[src/rtl/mips_multicycle_control.sv]
// Multi-cycle MIPS main control FSM: sequences fetch/decode/execute/memory/writeback
// for the shared-memory datapath, counts retired instructions and flags bad opcodes.
module mips_multicycle_control #(
    parameter int OPCODE_W = 6,
    parameter int CNT_W    = 32,
    parameter bit MEM_HS   = 1'b1
) (
    input  logic                clk,
    input  logic                reset,
    input  logic [OPCODE_W-1:0] opcode,
    input  logic [OPCODE_W-1:0] funct,
    input  logic                mem_ready,
    output logic                PCWrite,
    output logic                PCWriteCond,
    output logic                Bneq,
    output logic                IorD,
    output logic                MemRead,
    output logic                MemWrite,
    output logic                IRWrite,
    output logic                MemtoReg,
    output logic                RegDest,
    output logic                RegWrite,
    output logic                ALUSrcA,
    output logic                Jal,
    output logic                Lui,
    output logic                Imm,
    output logic [1:0]          ALUSrcB,
    output logic [1:0]          ALUOp,
    output logic [1:0]          PCSource,
    output logic [3:0]          state,
    output logic                illegal,
    output logic [CNT_W-1:0]    retired
);

    localparam logic [3:0] S_FETCH  = 4'd0;
    localparam logic [3:0] S_DECODE = 4'd1;
    localparam logic [3:0] S_MEMADR = 4'd2;
    localparam logic [3:0] S_MEMRD  = 4'd3;
    localparam logic [3:0] S_MEMWB  = 4'd4;
    localparam logic [3:0] S_MEMWR  = 4'd5;
    localparam logic [3:0] S_RTEX   = 4'd6;
    localparam logic [3:0] S_RTWB   = 4'd7;
    localparam logic [3:0] S_BRANCH = 4'd8;
    localparam logic [3:0] S_JUMP   = 4'd9;
    localparam logic [3:0] S_JAL    = 4'd10;
    localparam logic [3:0] S_JR     = 4'd11;
    localparam logic [3:0] S_IMMEX  = 4'd12;
    localparam logic [3:0] S_IMMWB  = 4'd13;
    localparam logic [3:0] S_ILL    = 4'd14;

    localparam logic [OPCODE_W-1:0] OP_RTYPE = OPCODE_W'(6'b000000);
    localparam logic [OPCODE_W-1:0] OP_LW    = OPCODE_W'(6'b100011);
    localparam logic [OPCODE_W-1:0] OP_SW    = OPCODE_W'(6'b101011);
    localparam logic [OPCODE_W-1:0] OP_BEQ   = OPCODE_W'(6'b000100);
    localparam logic [OPCODE_W-1:0] OP_BNE   = OPCODE_W'(6'b000101);
    localparam logic [OPCODE_W-1:0] OP_J     = OPCODE_W'(6'b000010);
    localparam logic [OPCODE_W-1:0] OP_JAL   = OPCODE_W'(6'b000011);
    localparam logic [OPCODE_W-1:0] OP_ORI   = OPCODE_W'(6'b001101);
    localparam logic [OPCODE_W-1:0] OP_LUI   = OPCODE_W'(6'b001111);
    localparam logic [OPCODE_W-1:0] FN_JR    = OPCODE_W'(6'b001000);

    logic [3:0]          state_q, state_d;
    logic [OPCODE_W-1:0] op_q, op_d;
    logic [CNT_W-1:0]    retired_q, retired_d;
    logic                mem_done;
    logic                retire;

    // With the handshake disabled every memory access completes in its first cycle.
    assign mem_done = MEM_HS ? mem_ready : 1'b1;

    always_ff @(posedge clk) begin
        if (reset) begin
            state_q   <= S_FETCH;
            op_q      <= '0;
            retired_q <= '0;
        end else begin
            state_q   <= state_d;
            op_q      <= op_d;
            retired_q <= retired_d;
        end
    end

    always_comb begin
        state_d = S_FETCH;
        op_d    = (state_q == S_DECODE) ? opcode : op_q;
        retire  = 1'b0;
        case (state_q)
            S_FETCH:  state_d = mem_done ? S_DECODE : S_FETCH;
            S_DECODE: begin
                case (opcode)
                    OP_RTYPE:      state_d = (funct == FN_JR) ? S_JR : S_RTEX;
                    OP_LW, OP_SW:  state_d = S_MEMADR;
                    OP_BEQ, OP_BNE: state_d = S_BRANCH;
                    OP_J:          state_d = S_JUMP;
                    OP_JAL:        state_d = S_JAL;
                    OP_ORI, OP_LUI: state_d = S_IMMEX;
                    default:       state_d = S_ILL;
                endcase
            end
            S_MEMADR: state_d = (op_q == OP_LW) ? S_MEMRD : S_MEMWR;
            S_MEMRD:  state_d = mem_done ? S_MEMWB : S_MEMRD;
            S_MEMWR: begin
                state_d = mem_done ? S_FETCH : S_MEMWR;
                retire  = mem_done;
            end
            S_RTEX:   state_d = S_RTWB;
            S_IMMEX:  state_d = S_IMMWB;
            S_MEMWB, S_RTWB, S_BRANCH, S_JUMP, S_JAL, S_JR, S_IMMWB: begin
                state_d = S_FETCH;
                retire  = 1'b1;
            end
            default:  state_d = S_FETCH;
        endcase
        retired_d = retired_q + CNT_W'(retire);
    end

    // Everything is held at zero while reset is high so an aborted instruction
    // cannot leak a write enable in the cycle reset is first seen.
    always_comb begin
        PCWrite = 1'b0; PCWriteCond = 1'b0; Bneq = 1'b0; IorD = 1'b0;
        MemRead = 1'b0; MemWrite = 1'b0; IRWrite = 1'b0; MemtoReg = 1'b0;
        RegDest = 1'b0; RegWrite = 1'b0; ALUSrcA = 1'b0; Jal = 1'b0;
        Lui = 1'b0; Imm = 1'b0; ALUSrcB = 2'b00; ALUOp = 2'b00;
        PCSource = 2'b00; illegal = 1'b0;
        if (!reset) begin
            case (state_q)
                S_FETCH: begin
                    MemRead = 1'b1;
                    ALUSrcB = 2'b01;
                    IRWrite = mem_done;
                    PCWrite = mem_done;
                end
                S_DECODE: ALUSrcB = 2'b11;
                S_MEMADR: begin
                    ALUSrcA = 1'b1;
                    ALUSrcB = 2'b10;
                end
                S_MEMRD: begin
                    MemRead = 1'b1;
                    IorD    = 1'b1;
                end
                S_MEMWB: begin
                    RegWrite = 1'b1;
                    MemtoReg = 1'b1;
                end
                S_MEMWR: begin
                    MemWrite = 1'b1;
                    IorD     = 1'b1;
                end
                S_RTEX: begin
                    ALUSrcA = 1'b1;
                    ALUOp   = 2'b10;
                end
                S_RTWB: begin
                    RegWrite = 1'b1;
                    RegDest  = 1'b1;
                end
                S_BRANCH: begin
                    ALUSrcA     = 1'b1;
                    ALUOp       = 2'b01;
                    PCWriteCond = 1'b1;
                    PCSource    = 2'b01;
                    Bneq        = (op_q == OP_BNE);
                end
                S_JUMP: begin
                    PCWrite  = 1'b1;
                    PCSource = 2'b10;
                end
                S_JAL: begin
                    PCWrite  = 1'b1;
                    PCSource = 2'b10;
                    RegWrite = 1'b1;
                    Jal      = 1'b1;
                end
                S_JR: begin
                    PCWrite  = 1'b1;
                    PCSource = 2'b11;
                end
                S_IMMEX: begin
                    ALUSrcA = 1'b1;
                    ALUSrcB = 2'b10;
                    ALUOp   = 2'b11;
                    Imm     = 1'b1;
                    Lui     = (op_q == OP_LUI);
                end
                S_IMMWB: begin
                    RegWrite = 1'b1;
                    Imm      = 1'b1;
                    Lui      = (op_q == OP_LUI);
                end
                S_ILL:   illegal = 1'b1;
                default: ;
            endcase
        end
    end

    assign state   = reset ? S_FETCH : state_q;
    assign retired = reset ? '0 : retired_q;

endmodule

[config.mk]
export PLATFORM = sky130hd
export DESIGN_NAME = mips_multicycle_control
export DESIGN_NICKNAME = d
export VERILOG_FILES = /design/src/rtl/mips_multicycle_control.sv
export SDC_FILE = /design/constraint.sdc
export NUM_CORES = 1
export LEC_CHECK = 0
export ABC_AREA = 0
export CAP_MARGIN = 20
export CORE_ASPECT_RATIO = 2
export CORE_MARGIN = 4
export CORE_UTILIZATION = 43
export CTS_CLUSTER_SIZE = 10
export DETAILED_ROUTE_END_ITERATION = 6
export HOLD_SLACK_MARGIN = 0.1
export PLACE_DENSITY = 0.8
export SLEW_MARGIN = 5
export SYNTH_ARGS = -nofsm -noshare
export SYNTH_HDL_FRONTEND = slang
export SYNTH_SLANG_ARGS = --single-unit
[constraint.sdc]
create_clock -name clk -period 2.7 [get_ports clk]
set_clock_uncertainty 0.1 [all_clocks]
set_input_delay 0.405 -clock clk [delete_from_list [all_inputs] [get_ports clk]]
set_output_delay 0.405 -clock clk [all_outputs]
set_load 0.02 [all_outputs]
==> results of run 1 <==
cell type report:
type | count | area [um2] | share of cell area [%]
multi-input cells | 263 | 1555 | 44.87
repair buffers | 88 | 858.3 | 24.77
flip-flops and latches | 42 | 842.1 | 24.30
well taps | 60 | 75.07 | 2.166
clock buffers | 5 | 68.82 | 1.986
clock inverters | 3 | 40.04 | 1.155
inverters | 7 | 26.28 | 0.7581
per-stage QoR:
step / TNS (ns) / cells / instance area [um2] / setup slack (ns) / util (%)
after floorplan: 0 / 328 / 2485 / 0.2144 / -
after global placement: 0 / 460 / 3356 / 0.04370 / 60.84
after detailed placement: -0.06936 / 460 / 3356 / -0.03310 / 60.84
after CTS: 0 / 468 / 3465 / 0.03645 / 62.82
after global routing: 0 / 468 / 3466 / 0.02334 / 62.84
final: 0 / 468 / 3466 / 0.09194 / 62.84
flip-flops by register name (all words and copies together) (netlist names):
| register | count |
|---|---|
| retired_q | 32 |
| op_q | 6 |
| state_q | 4 |
kinds of logic after synthesis:
| kind of cell | after synthesis | synth area share, % |
|---|---|---|
| AOI/OAI and AO/OA | 35 | 8.309 |
| xor gates and xnor gates | 32 | 11.28 |
| adders and majority gates | 2 | 1.007 |
| buffers and inverters | 23 | 3.575 |
| DFF | 42 | 33.84 |
| and+or+nand+nor | 194 | 42.00 |
power by group:
| part | total (W) | internal, W | switching (W) |
|---|---|---|---|
| combinational | 0.000923 | 0.000404 | 0.000519 |
| sequential | 0.000743 | 0.000681 | 0.0000623 |
| clock | 0.000484 | 0.000272 | 0.000212 |
synth_stat cells, types with 3 or more instances:
| cell type | instances |
|---|---|
| nand2_1 | 30 |
| a21oi_1 | 18 |
| xnor2_1 | 11 |
| xor2_1 | 21 |
| nor4_1 | 5 |
| o21ai_0 | 5 |
| inv_1 | 7 |
| and4_1 | 3 |
| clkbuf_1 | 9 |
| dfxtp_1 | 42 |
| nor2_1 | 57 |
| buf_1 | 5 |
| nand2b_1 | 5 |
| and3_1 | 8 |
| nand3_1 | 16 |
| nor3_1 | 10 |
| nand4_1 | 10 |
| nor2b_1 | 33 |
worst paths after layout:
check / from / to / slack (ns) / cells after the start
min: op_q[4] / op_q[4] / 0.36 / 2
max reg2reg: state_q[3] / retired_q[16] / 0.22 / 11
max: state_q[3] / Bneq / 0.09 / 5
min reg2reg: op_q[4] / op_q[4] / 0.36 / 2
metal layers:
metal,global-route usage [%],vias to the layer above
li1,-,1271
met1,20.97,1163
met2,36.11,82
met3,2.676,8
met4,5.099,0
met5,0,-
worst max-delay path, stage by stage, from the launching register on:
cell and delay, ns:
dfxtp_1 0.37, inv_1 0.07, or3_1 0.40, nor3_1 0.20, and3_1 0.18, clkdlybuf4s50_1 0.59
==> flow_metrics.env, run 1 <==
export IMPL_dr_wl_met3_um=303
export IMPL_netlist_area_um2=2485
export IMPL_worstSetupPathType="reg -> out"
export IMPL_first_global_vias=2423
export IMPL_antenna_found_initial=0
export IMPL_syn_nets=345
export IMPL_dr_pass1_iters=4
export IMPL_synth_flop_cell="dfxtp_1"
export IMPL_ios=72
export IMPL_maxCapViolCount=0
export IMPL_yosys_warnings=0
export IMPL_min_period_ns=2.608
export IMPL_grt_start_max_net_pins=65
export IMPL_synth_top_cell_by_area="dfxtp_1"
export IMPL_yosysSeqAreaShare_pct=33.84
export IMPL_relSlewSlack_pct=74.20
export IMPL_vias_per_cell=5.393
export IMPL_wl_met1_um=2347
export IMPL_synth_top_cell_area_share_pct=33.84
export IMPL_crit_required_ns=2.19
export IMPL_gr_total_overflow=0
export IMPL_wl_um=6324
export IMPL_cts_buffers=5
export IMPL_crit_path_end_kind="output port"
export IMPL_grt_usage_pct=19.10
export IMPL_fmax_mhz=383.4
export IMPL_clk_pin_slew_ns=0.08
export IMPL_ctsResizeCount=0
export IMPL_arrival_ns=2.10
export IMPL_setup_viol=0
export IMPL_cp_start_kind="flop"
export IMPL_wire_per_inst_um=13.51
export IMPL_total_power_w=0.002150
export IMPL_drtAntennaViolNets=0
export IMPL_powerDensity_nw_per_um2=620.4
export IMPL_top_layer_used="met4"
export IMPL_via_count=2524
export IMPL_start_util_pct=45.05
export IMPL_synth_seq_cells=42
export IMPL_slew_viol_final=0
export IMPL_whs_ns=0.3603
export IMPL_drc=0
export IMPL_p_leak_nw=1.292
export IMPL_nets=424
export IMPL_cts_root_buffer="clkbuf_8"
export IMPL_async_flop_share_pct=0
export IMPL_synth_cell_type_count=42
export IMPL_place_congestion=0.9645
export IMPL_hold_buffers=0
export IMPL_hold_violations=0
export IMPL_antenna_cells=0
export IMPL_final_common_cell="clkdlybuf4s50_1"
export IMPL_ir_drop_uv=748.2
export IMPL_outcome="complete, no violations"
export IMPL_drive_above_1_share_pct=8.824
export IMPL_clock_tree_buffer_depth=2
export IMPL_cts_sinks=42
export IMPL_dp_hpwl_um=4845
export IMPL_hp_class="reg -> reg"
export IMPL_syn_avg_cell_area_um2=7.576
export IMPL_rsz0062_at_grt="no"
export IMPL_wl_met2_um=3584
export IMPL_cts_tree="done"
export IMPL_htree_levels=2
export IMPL_synth_edf_count=0
export IMPL_core_um2=5515
export IMPL_netlist_instances=328
export IMPL_die_area_um2=7133
export IMPL_synth_area_top_cells="dfxtp_1, nor2_1, nor2b_1"
export IMPL_drt_iter0_markers=179
export IMPL_die_height_um=115.5
export IMPL_post_route_period_util_pct=96.59
export IMPL_syn2layout_area_growth_pct=39.48
export IMPL_path_max_fanout=4
export IMPL_rows=38
export IMPL_clk_latency_ns=0.29
export IMPL_tightest_slew_ns=0.3810
export IMPL_cts_setup_buffers=0
export IMPL_grt_pass1_wl_um=10760
export IMPL_final_cell_mix="clkdlybuf4s50_1, nor2_1, dfxtp_1"
export IMPL_io_buffer_count=71
export IMPL_die_w_um=61.76
export IMPL_fillers=515
Power figures use the tool's default switching activity.
==> inputs of run 2 (changes only) <==
RECOVER_POWER = 25   (was unset)
==> flow_metrics.env, run 2 (synthesis results as in run 1) <==
export IMPL_place_ws_ns=-0.03310
export IMPL_worstSetupPathType="reg -> out"
export IMPL_setup_tns_final_ns=0
export IMPL_place_congestion=0.9645
export IMPL_clk_latency_ns=0.29
export IMPL_grt_pass1_wl_um=10760
export IMPL_cts_root_buffer="clkbuf_8"
export IMPL_cts_setup_buffers=0
export IMPL_via_count=2532
export IMPL_relSlewSlack_pct=64.72
export IMPL_r2r_setup_slack_ns=0.21
export IMPL_die_area_um2=7133
export IMPL_fin_ws_ns=0.08351
export IMPL_clk_pin_slew_ns=0.08
export IMPL_grt_start_max_net_pins=65
export IMPL_endpoint="Bneq"
export IMPL_min_period_ns=2.616
export IMPL_multi_input_area_um2=1555
export IMPL_start_util_pct=45.05
export IMPL_regArea_um2=842.1
export IMPL_dr_pass1_iters=5
export IMPL_reg2reg_from="state_q[3]"
export IMPL_drive_above_1_share_pct=8.088
export IMPL_nets=424
export IMPL_p_leak_nw=1.317
export IMPL_maxCapViolCount=0
export IMPL_drtAntennaViolNets=0
export IMPL_drc=0
export IMPL_drt_iter0_markers=181
export IMPL_cts_buffers=5
export IMPL_vias_per_cell=5.410
export IMPL_hold_buffers=0
export IMPL_outcome="complete, no violations"
export IMPL_fillers=516
export IMPL_io_buffer_count=71
export IMPL_ir_drop_uv=737.7
export IMPL_core_um2=5515
export IMPL_gr_total_overflow=0
export IMPL_slew_viol_final=0
export IMPL_holdPathStages=2
export IMPL_wl_um=6311
export IMPL_antenna_found_initial=0
export IMPL_die_height_um=115.5
export IMPL_ios=72
export IMPL_dp_hpwl_um=4845
export IMPL_rsz0062_at_grt="no"
export IMPL_syn2layout_area_growth_pct=39.02
export IMPL_setup_viol=0
export IMPL_antenna_cells=0
export IMPL_post_route_period_util_pct=96.91
export IMPL_cp_start_kind="flop"
export IMPL_final_cell_mix="clkdlybuf4s50_1, nor2_1, dfxtp_1"
export IMPL_path_max_fanout=4
export IMPL_powerDensity_nw_per_um2=617.0
export IMPL_arrival_ns=2.11
export IMPL_reg2reg_to="retired_q[16]"
export IMPL_crit_path_end_kind="output port"
export IMPL_tightest_slew_ns=0.5226
export IMPL_wire_per_inst_um=13.49
export IMPL_regMostFlops="retired_q"
export IMPL_htree_levels=2
export IMPL_rows=38
export IMPL_cts_sinks=42
export IMPL_grt_usage_pct=19.10
export IMPL_fmax_mhz=382.2
export IMPL_cp_startpoint="state_q[3]"
export IMPL_clock_tree_buffer_depth=2
export IMPL_whs_ns=0.3608
export IMPL_crit_required_ns=2.19
export IMPL_cts_tree="done"
export IMPL_hp_class="reg -> reg"
export IMPL_top_regs="retired_q (32), op_q (6), state_q (4)"
export IMPL_largest_reg_flops=32
export IMPL_final_common_cell="clkdlybuf4s50_1"
export IMPL_reg2reg_depth=11
export IMPL_die_w_um=61.76
export IMPL_first_global_vias=2423
export IMPL_hold_violations=0
## run 2: what timing repair did
item	4_1_cts	5_1_grt
hold endpoints to repair	0	0
resized for setup	0	1
setup endpoints to repair	0	3
## run 2: final cells by class
cell class | instances | area share [%]
Clock inverter | 3 | 1.159
Multi-Input combinational cell | 263 | 45.02
Inverter | 7 | 0.7606
Clock buffer | 5 | 1.992
Sequential cell | 42 | 24.38
Timing Repair Buffer | 88 | 24.52
Tap cell | 60 | 2.173
## run 2: critical path, stage by stage, from the launching register on
cell             delay, ns
dfxtp_1               0.38
inv_1                 0.07
or3_1                 0.40
nor3_1                0.20
and3_1                0.18
clkdlybuf4s50_1       0.59
## run 2: power by group
part,switching [W],total (W),internal [W]
combinational,0.000518,0.000905,0.000387
sequential,0.0000627,0.000743,0.000681
clock,0.000211,0.000483,0.000272
## run 2: routing by layer
metal  vias to the layer above  share of wire (%)  global-route usage (%)
met2                        82                 57                   36.11
met3                         6                5.0                   2.676
li1                       1271                  -                       -
met1                      1173                 37                   20.97
met4                         0                1.4                   5.099
met5                         -                  0                       0
## run 2: worst min-delay path by stage
| stage | slack [ns] | start | to |
|---|---|---|---|
| 2_1_floorplan | 0.33 | op_q[4] | op_q[4] |
| 3_3_place_gp | 0.34 | op_q[4] | op_q[4] |
| 3_5_place_dp | 0.35 | op_q[4] | op_q[4] |
| 4_1_cts | 0.36 | op_q[4] | op_q[4] |
| 5_1_grt | 0.38 | op_q[4] | op_q[4] |
| 6_report | 0.36 | op_q[4] | op_q[4] |
## run 2: stage by stage
| stage | cells | power [W] | instance area, um2 | util (%) |
|---|---|---|---|---|
| 3_5_place_dp | 460 | 0.001676 | 3356 | 60.84 |
| 2_1_floorplan | 328 | 0.001304 | 2485 | - |
| 6_report | 468 | 0.002131 | 3455 | 62.64 |
| 4_1_cts | 468 | 0.002160 | 3465 | 62.82 |
| 5_1_grt | 468 | 0.002265 | 3455 | 62.64 |
| 3_3_place_gp | 460 | 0.001660 | 3356 | 60.84 |
==> inputs of run 3 (changes only) <==
SLEW_MARGIN = unset   (was 5)
==> results of run 3 <==
No change in the layout: final DEF, timing and power equal those of run 2.
